[src/rtl/seg_marquee.sv]
// Scroll engine: holds the first 4-char window of a loaded text, then rotates the text left one char per step.
// Latency: char3..char0 update one cycle after an accept or a rotate step; wrap follows the final step by one cycle.
// Backpressure: load_ready is low only during the single LOAD cycle; otherwise new text is accepted in any state.
module seg_marquee #(
  parameter int NCHARS     = 16,
  parameter int STEP_DIV   = 256,
  parameter int HOLD_STEPS = 4
) (
  input  logic                clk,
  input  logic                rst,
  input  logic                tick,
  input  logic                load_valid,
  output logic                load_ready,
  input  logic [8*NCHARS-1:0] load_data,
  input  logic                clear,
  output logic [7:0]          char3,
  output logic [7:0]          char2,
  output logic [7:0]          char1,
  output logic [7:0]          char0,
  output logic                busy,
  output logic                wrap
);

  localparam int DW = (STEP_DIV > 1) ? $clog2(STEP_DIV) : 1;
  localparam int HW = (HOLD_STEPS > 0) ? $clog2(HOLD_STEPS + 1) : 1;
  localparam int PW = $clog2(NCHARS + 1);
  localparam int BW = 8 * NCHARS;

  localparam logic [DW-1:0] DIV_MAX  = DW'(STEP_DIV - 1);
  localparam logic [HW-1:0] HOLD_END = HW'(HOLD_STEPS);
  localparam logic [PW-1:0] POS_END  = PW'(NCHARS);

  typedef enum logic [1:0] {S_IDLE, S_LOAD, S_HOLD, S_SCROLL} state_t;

  state_t          state_q, state_d;
  logic [BW-1:0]   buf_q, buf_d;
  logic [DW-1:0]   div_q, div_d;
  logic [HW-1:0]   hold_q, hold_d;
  logic [PW-1:0]   pos_q, pos_d;
  logic [31:0]     char_q, char_d;
  logic            wrap_q, wrap_d;

  logic            running;
  logic            accept;
  logic            step;
  logic [HW-1:0]   hold_inc;
  logic [PW-1:0]   pos_inc;
  logic            hold_done;
  logic            rev_done;

  // Qualify accept and step; clear blocks an accept, and an accept swallows a coincident step.
  always_comb begin
    running   = (state_q == S_HOLD) || (state_q == S_SCROLL);
    accept    = load_valid && (state_q != S_LOAD) && !clear;
    step      = running && tick && (div_q == DIV_MAX) && !clear && !accept;
    hold_inc  = hold_q + HW'(1);
    pos_inc   = pos_q + PW'(1);
    hold_done = (hold_inc == HOLD_END);
    rev_done  = (pos_inc == POS_END);
  end

  // Next-state logic for the IDLE/LOAD/HOLD/SCROLL controller.
  always_comb begin
    state_d = state_q;
    if (clear) begin
      state_d = S_IDLE;
    end else if (accept) begin
      state_d = S_LOAD;
    end else begin
      case (state_q)
        S_LOAD:   state_d = (HOLD_STEPS == 0) ? S_SCROLL : S_HOLD;
        S_HOLD:   if (step && hold_done) state_d = S_SCROLL;
        S_SCROLL: if (step && rev_done) state_d = (HOLD_STEPS == 0) ? S_SCROLL : S_HOLD;
        default:  state_d = state_q;
      endcase
    end
  end

  // Datapath next values: buffer rotate, tick divider, hold and position counters, wrap pulse.
  always_comb begin
    buf_d  = buf_q;
    div_d  = div_q;
    hold_d = hold_q;
    pos_d  = pos_q;
    wrap_d = 1'b0;
    if (clear) begin
      buf_d  = '1;
      div_d  = '0;
      hold_d = '0;
      pos_d  = '0;
    end else if (accept) begin
      buf_d  = load_data;
      div_d  = '0;
      hold_d = '0;
      pos_d  = '0;
    end else if (running && tick) begin
      div_d = (div_q == DIV_MAX) ? '0 : div_q + DW'(1);
      if (step && state_q == S_HOLD) begin
        hold_d = hold_done ? '0 : hold_inc;
      end else if (step && state_q == S_SCROLL) begin
        // Leftmost char moves to the far right; the second char becomes leftmost.
        buf_d = {buf_q[BW-9:0], buf_q[BW-1 -: 8]};
        if (rev_done) begin
          pos_d  = '0;
          hold_d = '0;
          wrap_d = 1'b1;
        end else begin
          pos_d = pos_inc;
        end
      end
    end
    char_d = buf_d[BW-1 -: 32];
  end

  // State and datapath registers; display taps track the buffer value being written.
  always_ff @(posedge clk) begin
    if (rst) begin
      state_q <= S_IDLE;
      buf_q   <= '1;
      div_q   <= '0;
      hold_q  <= '0;
      pos_q   <= '0;
      char_q  <= '1;
      wrap_q  <= 1'b0;
    end else begin
      state_q <= state_d;
      buf_q   <= buf_d;
      div_q   <= div_d;
      hold_q  <= hold_d;
      pos_q   <= pos_d;
      char_q  <= char_d;
      wrap_q  <= wrap_d;
    end
  end

  // Outputs decoded from the registered state.
  always_comb begin
    load_ready = (state_q != S_LOAD);
    busy       = (state_q == S_HOLD) || (state_q == S_SCROLL);
    wrap       = wrap_q;
    char3      = char_q[31:24];
    char2      = char_q[23:16];
    char1      = char_q[15:8];
    char0      = char_q[7:0];
  end

endmodule

[config.mk]
export PLATFORM = sky130hd
export DESIGN_NAME = seg_marquee
export DESIGN_NICKNAME = d
export VERILOG_FILES = /design/src/rtl/seg_marquee.sv
export SDC_FILE = /design/constraint.sdc
export NUM_CORES = 1
export LEC_CHECK = 0
export CAP_MARGIN = 20
export CORE_MARGIN = 5
export CORE_UTILIZATION = 45
export CTS_BUF_LIST = sky130_fd_sc_hd__clkbuf_4 sky130_fd_sc_hd__clkbuf_8
export DETAILED_ROUTE_END_ITERATION = 16
export PLACE_DENSITY = 0.75
export RECOVER_POWER = 25
export SLEW_MARGIN = 20
export SYNTH_ARGS = -nofsm -noshare
export SYNTH_HDL_FRONTEND = slang
export SYNTH_SLANG_ARGS = --single-unit
[constraint.sdc]
create_clock -name clk -period 2.3 [get_ports clk]
set_clock_uncertainty 0.1 [all_clocks]
set_input_delay 0.23 -clock clk [delete_from_list [all_inputs] [get_ports clk]]
set_output_delay 0.23 -clock clk [all_outputs]
set_load 0.05 [all_outputs]
Word-level counts from Yosys, hierarchy flattened

Cells that the tools add are included.

Add/sub/neg operators: 3
Equal/unequal tests: 12
Mux-type cells: 15
Bitwise gates (word level): 3
Reductions and logical operators: 27

Operators with widths:

| operator                                              | number |
|---|---|
| 2-to-1 mux 128 bit                                    | 4 |
| AND reduction 3 bit                                   | 5 |
| 2-to-1 mux 3 bit                                      | 4 |
| logical AND 1 bit                                     | 10 |
| adder 8 x 1 -> 8 bit, second input constant           | 1 |
| equality test 8 bit, second input constant            | 1 |
| 2-to-1 mux 8 bit                                      | 1 |
| nonzero test 2 bit                                    | 4 |
| inequality test 2 x 1 -> 1 bit, second input constant | 3 |
| inequality test 3 x 2 -> 1 bit, second input constant | 2 |
| one-hot mux 2 bit (3 select lines)                    | 1 |
| OR reduction 6 bit                                    | 1 |
| adder 5 x 1 -> 5 bit, second input constant           | 1 |
| equality test 5 bit, second input constant            | 1 |
| 2-to-1 mux 5 bit                                      | 1 |
| equality test 2 bit, second input constant            | 2 |
| 2-to-1 mux 2 bit                                      | 2 |
| nonzero test 4 bit                                    | 1 |
| adder 3 x 1 -> 3 bit, second input constant           | 1 |
| equality test 3 bit, second input constant            | 1 |
| NOT 1 bit                                             | 3 |
| nonzero test 3 bit                                    | 1 |
| OR reduction 3 bit                                    | 1 |
| equality test 2 x 1 -> 1 bit, second input constant   | 1 |
| 5 further kinds                                       | 7 |

Register bits: 147
Input bits: 133

Logic depth before layout (Yosys ltp)

Gate-level depths: netlist of run 1.

Depth after elaboration: 11
Mapped depth: 8
Gate-level depth less buffers: 5

Worst setup path before layout of run 1

Ideal clock, no wire load.

Kind: reg-to-reg
From: register div_q[0]
To: register buf_q[73]
Library setup time: 133 ps
Arrival: 1,568 ps
Data required time: 2,067 ps
Path slack: 500 ps
Cell stages (with the launch flop): 9
Clock period less this slack: 1,800 ps
Cell sequence: dfxtp_1 -> ha_1 -> and4_1 -> buf_4 -> nand4_2 -> buf_2 -> buf_4 -> mux2i_1 -> a21oi_1

Cells in the longest elaborated chain, start to end: 7
Elaborated cells between the ends (all ways): 9
Those cells by class: 2 x eq/ne; 7 x reduce/logical

Ends and longest elaborated chain:

| what                                                                  | RTL line | source |
|---|---|---|
| start, declared                                                       | 37       | `logic [DW-1:0] div_q, div_d;` |
| start signal, assigned                                                | 128      | `div_q <= div_d;` |
| equality test 8 bit (*)                                               | 55       | `step = running && tick && (div_q == DIV_MAX) && !clear && !accept;` |
| logical AND 1 bit (*) (3 in a row)                                    | 55       |  |
| logical AND 1 bit (on tied branches)                                  | 98, 100  |  |
| inequality test 2 bit (no line) or nonzero test 2 bit (tied branches) | n/a      |  |
| AND reduction 3 bit (no line) (*)                                     | n/a      |  |
| end signal, assigned                                                  | 127      | `buf_q <= buf_d;` |
| end, declared                                                         | 36       | `logic [BW-1:0] buf_q, buf_d;` |

Every way passes the cells marked *; elsewhere a longest branch is shown, timed or not.
A chain may end at the register's enable or synchronous reset.

Final worst setup path of run 1

From: register state_q[1]
To: output port busy

Cells in the longest elaborated chain, start to end: 2
Elaborated cells between the ends (all ways): 3
Those cells by class: 2 x eq/ne; 1 x reduce/logical

Ends and longest elaborated chain:

| what                   | RTL line | source |
|---|---|---|
| start, declared        | 35       | `state_t state_q, state_d;` |
| start signal, assigned | 126      | `state_q <= state_d;` |
| equality test 2 bit    | 139      | `busy = (state_q == S_HOLD) \|\| (state_q == S_SCROLL);` |
| logical OR 1 bit (*)   | 139      |  |
| end, declared          | 20       | `output logic busy,` |

Marks and branches as above.

==> impl_metrics.py, run 1 <==
metrics = {
    "timing": {
        "holdWs_ns": 0.2445,
        "setup_viol": 0,
        "worst_slack_ns": 0.1292,
        "rsz0062_at_grt": "no",
        "drv_slew": 0,
        "hold_viol_final": 0,
        "tns_ns": 0,
        "post-route-period-util_pct": 94.38,
        "fmax_mhz": 460.7,
        "min_period_ns": 2.171,
        "tightest_slew_ns": 0.5661,
        "slew_headroom_pct": 62.26,
    },
    "finish": {
        "n_antenna_cell": 0,
        "fin_area_mm2": 0.008531,
        "drive_gt1_share_pct": 6.205,
        "fin_cells": 1018,
        "post-route-util_pct": 61.22,
        "final_nets": 962,
        "area_growth_pct": 33.40,
    },
    "setup_path": {
        "worstSetupStartpointType": "flop",
        "crit_arrival_ns": 1.84,
        "crit_chain": "clkdlybuf4s50_1",
        "rr_endpoint": "hold_q[0]$_SDFFE_PP0P_",
        "r2r_slack_ns": 0.23,
        "cp-end-kind": "primary output",
        "critPathMaxFanout": 11,
        "cpPeakStageDelay_ns": 0.87,
        "cp_top_family": "buffers and inverters",
        "crit_type": "reg2out",
        "slowest_stage": "clkdlybuf4s50_1",
        "reg2reg_depth": 5,
        "required_ns": 1.97,
        "reg2reg_from": "state_q[1]$_SDFFE_PP0P_",
        "critPathBufInv": 1,
    },
    "power": {
        "power_per_cell_area_mw_per_mm2": 644.4,
        "peakVddDrop_mv": 0.3355,
        "p_leak_nw": 4.051,
        "finalPower_mw": 5.497,
    },
    "clock_network": {
        "post_cts_buffers": 0,
        "cts_tree": "done",
        "cts-buffers-inserted": 17,
        "h-tree-depth": 4,
        "clock_path_buffers": 2,
        "clk_pin_slew_worst_paths_ns": 0.08,
        "clkSinkCount": 147,
        "root_buffer": "clkbuf_8",
        "clock_latency_ns": 0.46,
    },
    "placement": {
        "place.gp.congestion": 0.8886,
        "dp.cells": 986,
        "postPlaceCellArea_mm2": 0.008094,
        "portBuffers": 167,
        "dpl.hpwl_um": 12200,
        "post-place-ws_ns": 0.08754,
    },
    "logic_synthesis": {
        "synthSimpleGateAreaFrac_pct": 12.33,
        "ys_seq_area_share_pct": 46.02,
        "synth-xor-area-share_pct": 1.096,
        "synth_fa_ha_area_share_pct": 0.7826,
        "syn-cell-area_mm2": 0.006395,
        "synth_fp_nets": 837,
        "synth_area_per_cell_um2": 9.136,
        "synth_compound_area_share_pct": 11.80,
        "synth_top_family_by_area": "multiplexers",
        "synthArstFlopShare_pct": 0,
        "synthMuxAreaShare_pct": 20.19,
        "synth_seq_cells": 147,
        "yosysWarnings": 0,
        "synth.distinct_cells": 35,
        "synth_flop_cell": "dfxtp_1",
        "syn_inst": 700,
        "synth-edff-count": 0,
    },
    "route": {
        "viasPerCell": 5.216,
        "routed_wirelength_um": 16520,
        "first_pass_iters": 5,
        "num_vias": 5310,
        "postRouteAntennaNets": 0,
        "drtIter0Drc": 324,
        "detail_route.wl_per_cell_um": 16.23,
        "drc_errors": 0,
    },
    "floorplan": {
        "core_mm2": 0.01393,
        "dieHeight_um": 129.2,
        "die_w_um": 129.2,
        "std_cell_rows": 43,
        "die-area_mm2": 0.01670,
        "start_util_pct": 45.89,
        "ios": 168,
    },
    "grt": {
        "grt_use_total_pct": 19.47,
        "overflow": 0,
        "antenna_found_initial": 0,
        "grt_pass1_wl_um": 25630,
        "grt_pass1_vias": 5281,
        "grt_max_degree": 91,
    },
    "outcome": {
        "outcome": "completed",
    },
    "run": {
        "max_cap_violations": 0,
    },
    "worst_hold_path": {
        "hp-start": "load_data[49]",
        "min_path_cells": 3,
        "holdPathEnd": "buf_q[49]$_SDFFE_PP1P_",
        "hold_class": "in2reg",
    },
}
==> area by class of cell <==
type | instances | area [um2]
clock buffer | 24 | 305.3
clock inverter | 8 | 148.9
fill | 1126 | 5404
inverter | 3 | 11.26
multi-input combinational | 471 | 2983
sequential | 147 | 2943
tap | 180 | 225.2
timing repair buffer | 185 | 1914
==> cells by family after synthesis <==
| family | Yosys count |
|---|---|
| adders and majority gates | 4 |
| xor gates and xnor gates | 8 |
| and+or+nand+nor | 184 |
| DFF | 147 |
| AOI/OAI and AO/OA | 146 |
| muxes | 129 |
| buffers and inverters | 82 |
==> worst max-delay path by stage <==
stage	from	to	slack [ns]	depth (start not counted)
detailed placement	clear	buf_q[61]$_SDFFE_PP1P_	0.09	7
floorplan	div_q[0]$_SDFFE_PP0N_	buf_q[73]$_SDFFE_PP1P_	0.50	8
global placement	clear	char_q[31]$_SDFFE_PP1P_	0.17	7
finish	state_q[1]$_SDFFE_PP0P_	busy	0.13	1
global route	state_q[1]$_SDFFE_PP0P_	busy	0.07	1
CTS	state_q[1]$_SDFFE_PP0P_	busy	0.12	1
==> registers in the layout, summed over array words and instances, names as in the netlist <==
| signal | cells |
|---|---|
| buf_q | 96 |
| char_q | 32 |
| hold_q | 3 |
| pos_q | 5 |
| div_q | 8 |
| wrap | 1 |
| state_q | 2 |
==> where the power goes <==
part           switching (mW)  internal [mW]  leakage (nW)  total (mW)
logic                   0.244          0.306          2.62       0.550
registers              0.0546           2.62          1.20        2.68
clock network           0.954           1.32         0.227        2.27
==> worst min-delay path, cell delays in order <==
cell	delay (ns)
clkdlybuf4s50_1	0.40
nor2_1	0.10
a21oi_1	0.04
==> cells in the mapped netlist (2+ instances only) <==
cell type  number  area share [%]
inv_1           3            0.18
nor2_1        141             8.3
nor3_1          2            0.16
dfxtp_1       147              46
nand3_1        10            0.78
nand4_1         3            0.29
buf_4          47             5.5
nor4_1          2            0.20
a21oi_1       135              11
and4_1          2            0.27
xnor2_1         4            0.55
o21ai_0         4            0.31
or3_1           2            0.20
clkbuf_1       25             1.5
mux2i_1       129              20
ha_1            4            0.78
nand2_1        12            0.70
o31ai_1         2            0.23
xor2_1          4            0.55
buf_2           5            0.39
or4_1           3            0.35
==> per-layer routing <==
layer | global-route usage [%] | up-vias | wire (um)
met5 | 0 | - | 0
met4 | 9.450 | 0 | 476
met3 | 5.111 | 33 | 1065
met2 | 31.80 | 181 | 8005
met1 | 23.90 | 2457 | 6974
li1 | - | 2639 | -
==> what timing repair did <==
action / in CTS / in global routing
hold buffers: 0 / 0
resized for setup: 1 / 0
setup endpoints to repair: 1 / 0
==> cell usage in the layout (no fill, tap or decap), drive strengths merged, types with 2 or more instances in the layout <==
| cell type | Yosys | routed |
|---|---|---|
| nor3 | 2 | 2 |
| nand4 | 4 | 4 |
| nand3 | 10 | 10 |
| or3 | 2 | 2 |
| mux2i | 129 | 129 |
| or4 | 3 | 3 |
| dfxtp | 147 | 147 |
| bufinv | 0 | 4 |
| and4 | 2 | 2 |
| nor4 | 2 | 2 |
| ha | 4 | 4 |
| nand2 | 12 | 12 |
| o31ai | 2 | 2 |
| buf | 54 | 16 |
| xnor2 | 4 | 4 |
| clkdlybuf4s50 | 0 | 165 |
| clkbuf | 25 | 26 |
| a21oi | 135 | 135 |
| clkinv | 0 | 2 |
| o21ai | 4 | 4 |
| inv | 3 | 3 |
| clkinvlp | 0 | 2 |
| nor2 | 141 | 141 |
| xor2 | 4 | 4 |
(Power assumes the default switching activity.)
==> run 2, diff against run 1 <==
--- a/config.mk
+++ b/config.mk
@@ -6,7 +6,7 @@
 export NUM_CORES = 1
 export LEC_CHECK = 0
 export CAP_MARGIN = 20
-export CORE_MARGIN = 5
+export CORE_MARGIN = 2
 export CORE_UTILIZATION = 45
 export CTS_BUF_LIST = sky130_fd_sc_hd__clkbuf_4 sky130_fd_sc_hd__clkbuf_8
 export DETAILED_ROUTE_END_ITERATION = 16
==> impl_metrics.py, run 2 (synthesized netlist as in run 1, its figures left out) <==
metrics = {
    "timing": {
        "tns_ns": 0,
        "rsz0062_at_grt": "no",
        "fmax_mhz": 462.0,
        "min_period_ns": 2.165,
        "post-route-period-util_pct": 94.12,
        "tightest_slew_ns": 0.6386,
        "setup_viol": 0,
        "holdWs_ns": 0.2611,
        "hold_viol_final": 0,
        "drv_slew": 0,
        "slew_headroom_pct": 57.43,
    },
    "run": {
        "max_cap_violations": 0,
    },
    "placement": {
        "portBuffers": 167,
        "place.gp.congestion": 0.7936,
        "dpl.hpwl_um": 11800,
    },
    "setup_path": {
        "cpPeakStageDelay_ns": 0.89,
        "rr_endpoint": "char_q[26]$_SDFFE_PP1P_",
        "crit_chain": "clkdlybuf4s50_1",
        "cp-end-kind": "primary output",
        "crit_type": "reg2out",
        "critPathBufInv": 1,
        "required_ns": 1.97,
        "crit_arrival_ns": 1.83,
        "slowest_stage": "clkdlybuf4s50_1",
        "worstSetupStartpointType": "flop",
        "r2r_slack_ns": 0.16,
        "reg2reg_from": "div_q[0]$_SDFFE_PP0N_",
        "reg2reg_depth": 7,
        "cp_top_family": "buffers and inverters",
        "critPathMaxFanout": 11,
    },
    "power": {
        "p_leak_nw": 4.011,
        "p_comb_share_pct": 10.1,
        "swShare_pct": 22.54,
        "switchingPower_mw": 1.221,
        "power_per_cell_area_mw_per_mm2": 638.3,
        "seqPwrFrac_pct": 49.4,
        "peakVddDrop_mv": 0.3689,
        "p_clk_share_pct": 40.5,
        "p_int_mw": 4.195,
    },
    "clock_network": {
        "clk_pin_slew_worst_paths_ns": 0.08,
        "root_buffer": "clkbuf_8",
        "clkSinkCount": 147,
        "cts-buffers-inserted": 17,
        "cts_hold_buffers": 0,
        "cts_tree": "done",
        "clock_latency_ns": 0.44,
        "h-tree-depth": 4,
        "clock_path_buffers": 2,
    },
    "route": {
        "first_pass_iters": 5,
        "detail_route.wl_per_cell_um": 15.66,
        "viasPerCell": 5.190,
        "drtIter0Drc": 318,
        "num_vias": 5283,
        "routed_wirelength_um": 15940,
        "drc_errors": 0,
        "postRouteAntennaNets": 0,
    },
    "finish": {
        "final_common_cell": "clkdlybuf4s50_1",
        "fillCellCount": 1227,
        "drive_gt1_share_pct": 6.205,
        "top_register": "buf_q",
        "largest_reg_flops": 96,
        "final_nets": 962,
        "n_antenna_cell": 0,
        "area_growth_pct": 32.69,
        "layout_common_cells": "157 x clkdlybuf4s50_1, 147 x dfxtp_1, 141 x nor2_1, 135 x a21oi_1, 129 x mux2i_1",
        "reg_top3": "buf_q (96), char_q (32), div_q (8)",
    },
    "grt": {
        "grt_pass1_wl_um": 24760,
        "grt_use_total_pct": 20.93,
        "overflow": 0,
        "grt_pass1_vias": 5243,
        "antenna_found_initial": 0,
        "grt_max_degree": 46,
    },
    "floorplan": {
        "std_cell_rows": 43,
        "core_mm2": 0.01388,
        "start_util_pct": 46.07,
        "die_w_um": 123.2,
        "die-area_mm2": 0.01518,
        "ios": 168,
        "dieHeight_um": 123.2,
    },
    "worst_hold_path": {
        "holdPathEnd": "char_q[3]$_SDFFE_PP1P_",
        "hold_class": "in2reg",
        "min_path_cells": 3,
        "hp-start": "load_data[99]",
    },
    "outcome": {
        "outcome": "completed",
    },
}
-- run 2: cell types whose count changed in the layout (fill, tap and decap cells not counted), sizes merged --
cell,change
buf,+1
clkdlybuf4s50,-8
dlygate4sd3,+8
clkinv,+2
clkbuf,-3
-- run 2: worst max-delay path by stage --
stage	from	endpoint	slack, ns	cells past startpoint
2_1_floorplan	div_q[0]$_SDFFE_PP0N_	buf_q[73]$_SDFFE_PP1P_	0.50	8
3_3_place_gp	tick	hold_q[2]$_SDFFE_PP0P_	0.17	5
3_5_place_dp	tick	hold_q[0]$_SDFFE_PP0P_	0.08	5
4_1_cts	state_q[1]$_SDFFE_PP0P_	busy	0.12	1
5_1_grt	div_q[0]$_SDFFE_PP0N_	char_q[24]$_SDFFE_PP1P_	0.03	7
6_report	state_q[1]$_SDFFE_PP0P_	busy	0.14	1
-- run 2: what timing repair did --
item | in CTS | in global routing
resized for setup | 1 | 0
setup buffers | 0 | 0
endpoints found under the setup margin | 1 | 0
-- run 2: layout make-up --
class | count | area [um2] | area share (%)
Clock buffer | 22 | 284.0 | 3.347
Tap cell | 180 | 225.2 | 2.654
Clock inverter | 10 | 155.1 | 1.828
Inverter | 3 | 11.26 | 0.1327
Sequential cell | 147 | 2943 | 34.68
Timing Repair Buffer | 185 | 1911 | 22.52
Multi-Input combinational cell | 471 | 2957 | 34.84
-- run 2: per-layer routing --
| layer | track usage (%) | part of all wire, % |
|---|---|---|
| met1 | 26.15 | 44 |
| met4 | 8.736 | 1.9 |
| met3 | 4.059 | 5.5 |
| met5 | 0 | 0 |
| met2 | 35.27 | 49 |
-- run 2: metrics by stage --
stage | cells | cell area, um2 | worst slack (ns) | power (mW) | utilization, %
3_3_place_gp | 986 | 8119 | 0.1683 | 3.276 | 58.49
3_5_place_dp | 986 | 8119 | 0.07797 | 3.290 | 58.49
6_report | 1018 | 8486 | 0.1353 | 5.416 | 61.13
4_1_cts | 1018 | 8557 | 0.1151 | 5.474 | 61.65
5_1_grt | 1018 | 8486 | 0.03012 | 5.612 | 61.13
2_1_floorplan | 700 | 6395 | 0.4995 | 2.963 | -
-- run 2: power groups by stage --
stage	clock network [mW]	logic, mW	registers, mW
after global placement	0	0.544	2.73
after global routing	2.34	0.584	2.68
after CTS	2.24	0.557	2.68
after floorplan	0	0.252	2.71
after detailed placement	0	0.554	2.74
final	2.19	0.548	2.68
==> run 3, diff against run 2 <==
--- a/config.mk
+++ b/config.mk
@@ -6,7 +6,6 @@
 export NUM_CORES = 1
 export LEC_CHECK = 0
 export CAP_MARGIN = 20
-export CORE_MARGIN = 2
 export CORE_UTILIZATION = 45
 export CTS_BUF_LIST = sky130_fd_sc_hd__clkbuf_4 sky130_fd_sc_hd__clkbuf_8
 export DETAILED_ROUTE_END_ITERATION = 16
==> impl_metrics.py, run 3 (synthesized netlist as in run 1, its figures left out) <==
metrics = {
    "outcome": {
        "outcome": "completed",
    },
    "timing": {
        "drv_slew": 0,
        "slew_headroom_pct": 45.06,
        "post-route-period-util_pct": 93.58,
        "rsz0062_at_grt": "no",
        "setup_viol": 0,
        "min_period_ns": 2.152,
        "fmax_mhz": 464.6,
        "holdWs_ns": 0.2452,
        "tightest_slew_ns": 0.8241,
        "tns_ns": 0,
        "hold_viol_final": 0,
    },
    "grt": {
        "grt_pass1_wl_um": 23800,
        "grt_use_total_pct": 21.10,
        "grt_pass1_vias": 5148,
        "grt_max_degree": 56,
        "antenna_found_initial": 0,
        "overflow": 0,
    },
    "setup_path": {
        "critPathMaxFanout": 11,
        "required_ns": 1.97,
        "cp-end-kind": "primary output",
        "cp_top_family": "buffers and inverters",
        "crit_arrival_ns": 1.82,
        "worstSetupStartpointType": "flop",
        "crit_type": "reg2out",
        "slowest_stage": "clkdlybuf4s50_1",
        "crit_chain": "clkdlybuf4s50_1",
        "cpPeakStageDelay_ns": 0.87,
        "critPathBufInv": 1,
    },
    "route": {
        "postRouteAntennaNets": 0,
        "drc_errors": 0,
        "first_pass_iters": 5,
        "drtIter0Drc": 310,
        "viasPerCell": 5.228,
        "num_vias": 5322,
        "detail_route.wl_per_cell_um": 15.23,
        "routed_wirelength_um": 15510,
    },
    "worst_hold_path": {
        "hold_class": "in2reg",
    },
    "finish": {
        "final_common_cell": "clkdlybuf4s50_1",
        "fin_area_mm2": 0.008459,
        "largest_reg_flops": 96,
        "layout_common_cells": "166 x clkdlybuf4s50_1, 147 x dfxtp_1, 141 x nor2_1, 135 x a21oi_1, 129 x mux2i_1",
        "fin_cells": 1018,
        "final_nets": 962,
        "drive_gt1_share_pct": 6.205,
        "n_antenna_cell": 0,
        "reg_top3": "buf_q (96), char_q (32), div_q (8)",
        "area_growth_pct": 32.28,
        "top_register": "buf_q",
    },
    "power": {
        "peakVddDrop_mv": 0.3401,
        "finalPower_mw": 5.330,
        "p_leak_nw": 4.016,
        "power_per_cell_area_mw_per_mm2": 630.1,
    },
    "floorplan": {
        "core_mm2": 0.01388,
        "die_w_um": 121.2,
        "die-area_mm2": 0.01469,
        "start_util_pct": 46.07,
        "dieHeight_um": 121.2,
        "ios": 168,
        "std_cell_rows": 43,
    },
    "clock_network": {
        "cts-buffers-inserted": 17,
        "clk_pin_slew_worst_paths_ns": 0.08,
        "clock_latency_ns": 0.45,
        "h-tree-depth": 4,
        "clkSinkCount": 147,
        "root_buffer": "clkbuf_8",
        "clock_path_buffers": 2,
        "cts_hold_buffers": 0,
        "cts_tree": "done",
        "post_cts_buffers": 0,
    },
    "run": {
        "max_cap_violations": 0,
    },
    "placement": {
        "dpl.hpwl_um": 11210,
        "postPlaceCellArea_mm2": 0.008069,
        "portBuffers": 167,
        "dp.cells": 986,
        "place.gp.congestion": 0.8550,
    },
}
-- run 3: changes by cell type in the layout (fill, tap and decap cells not counted), sizes merged --
cell / previous run / this run
inv: 3 / 8
clkdlybuf4s50: 157 / 166
bufinv: 4 / 3
clkbuf: 23 / 20
buf: 17 / 15
dlygate4sd3: 9 / 0
clkinv: 4 / 5
-- run 3: per-layer routing --
| metal | part of all wire [%] | global-route usage [%] |
|---|---|---|
| met4 | 2.4 | 9.414 |
| met3 | 5.6 | 4.699 |
| met1 | 44 | 25.24 |
| met2 | 48 | 36.04 |
| met5 | 0 | 0 |
-- run 3: layout make-up --
type / count / area (um2)
fill: 1197 / 5421
multi-input combinational: 471 / 2983
sequential: 147 / 2943
clock buffer: 17 / 234.0
tap: 180 / 225.2
timing repair buffer: 185 / 1883
inverter: 3 / 11.26
clock inverter: 15 / 180.2
-- run 3: final timing paths --
kind | to | depth (start not counted) | from | slack, ns
worst min register to register | div_q[1]$_SDFFE_PP0N_ | 2 | div_q[1]$_SDFFE_PP0N_ | 0.39
worst max register to register | buf_q[25]$_SDFFE_PP1P_ | 5 | state_q[1]$_SDFFE_PP0P_ | 0.22
worst min-delay path | buf_q[94]$_SDFFE_PP1P_ | 3 | load_data[94] | 0.25
worst max-delay path | busy | 1 | state_q[1]$_SDFFE_PP0P_ | 0.15
-- run 3: worst reg2reg max path, stage by stage (launching register included) --
cell	delay (ns)
dfxtp_1	0.41
nand2b_4	0.22
a21boi_4	0.16
clkbuf_2	0.66
buf_4	0.33
a21oi_1	0.09
-- run 3: power breakdown --
group / internal, mW / leakage, nW / switching [mW]
registers: 2.62 / 1.20 / 0.0544
clock network: 1.08 / 0.209 / 1.02
logic: 0.309 / 2.61 / 0.243
-- run 3: repair_timing --
action	4_1_cts	5_1_grt
endpoints found under the hold margin	0	0
setup endpoints to repair	1	0
resized for setup	1	0
-- run 3: metrics by stage --
stage	utilization [%]	worst slack (ns)
2_1_floorplan	-	0.4995
3_3_place_gp	58.13	0.2083
3_5_place_dp	58.13	0.1128
4_1_cts	61.11	0.1333
5_1_grt	60.94	0.03180
6_report	60.94	0.1477
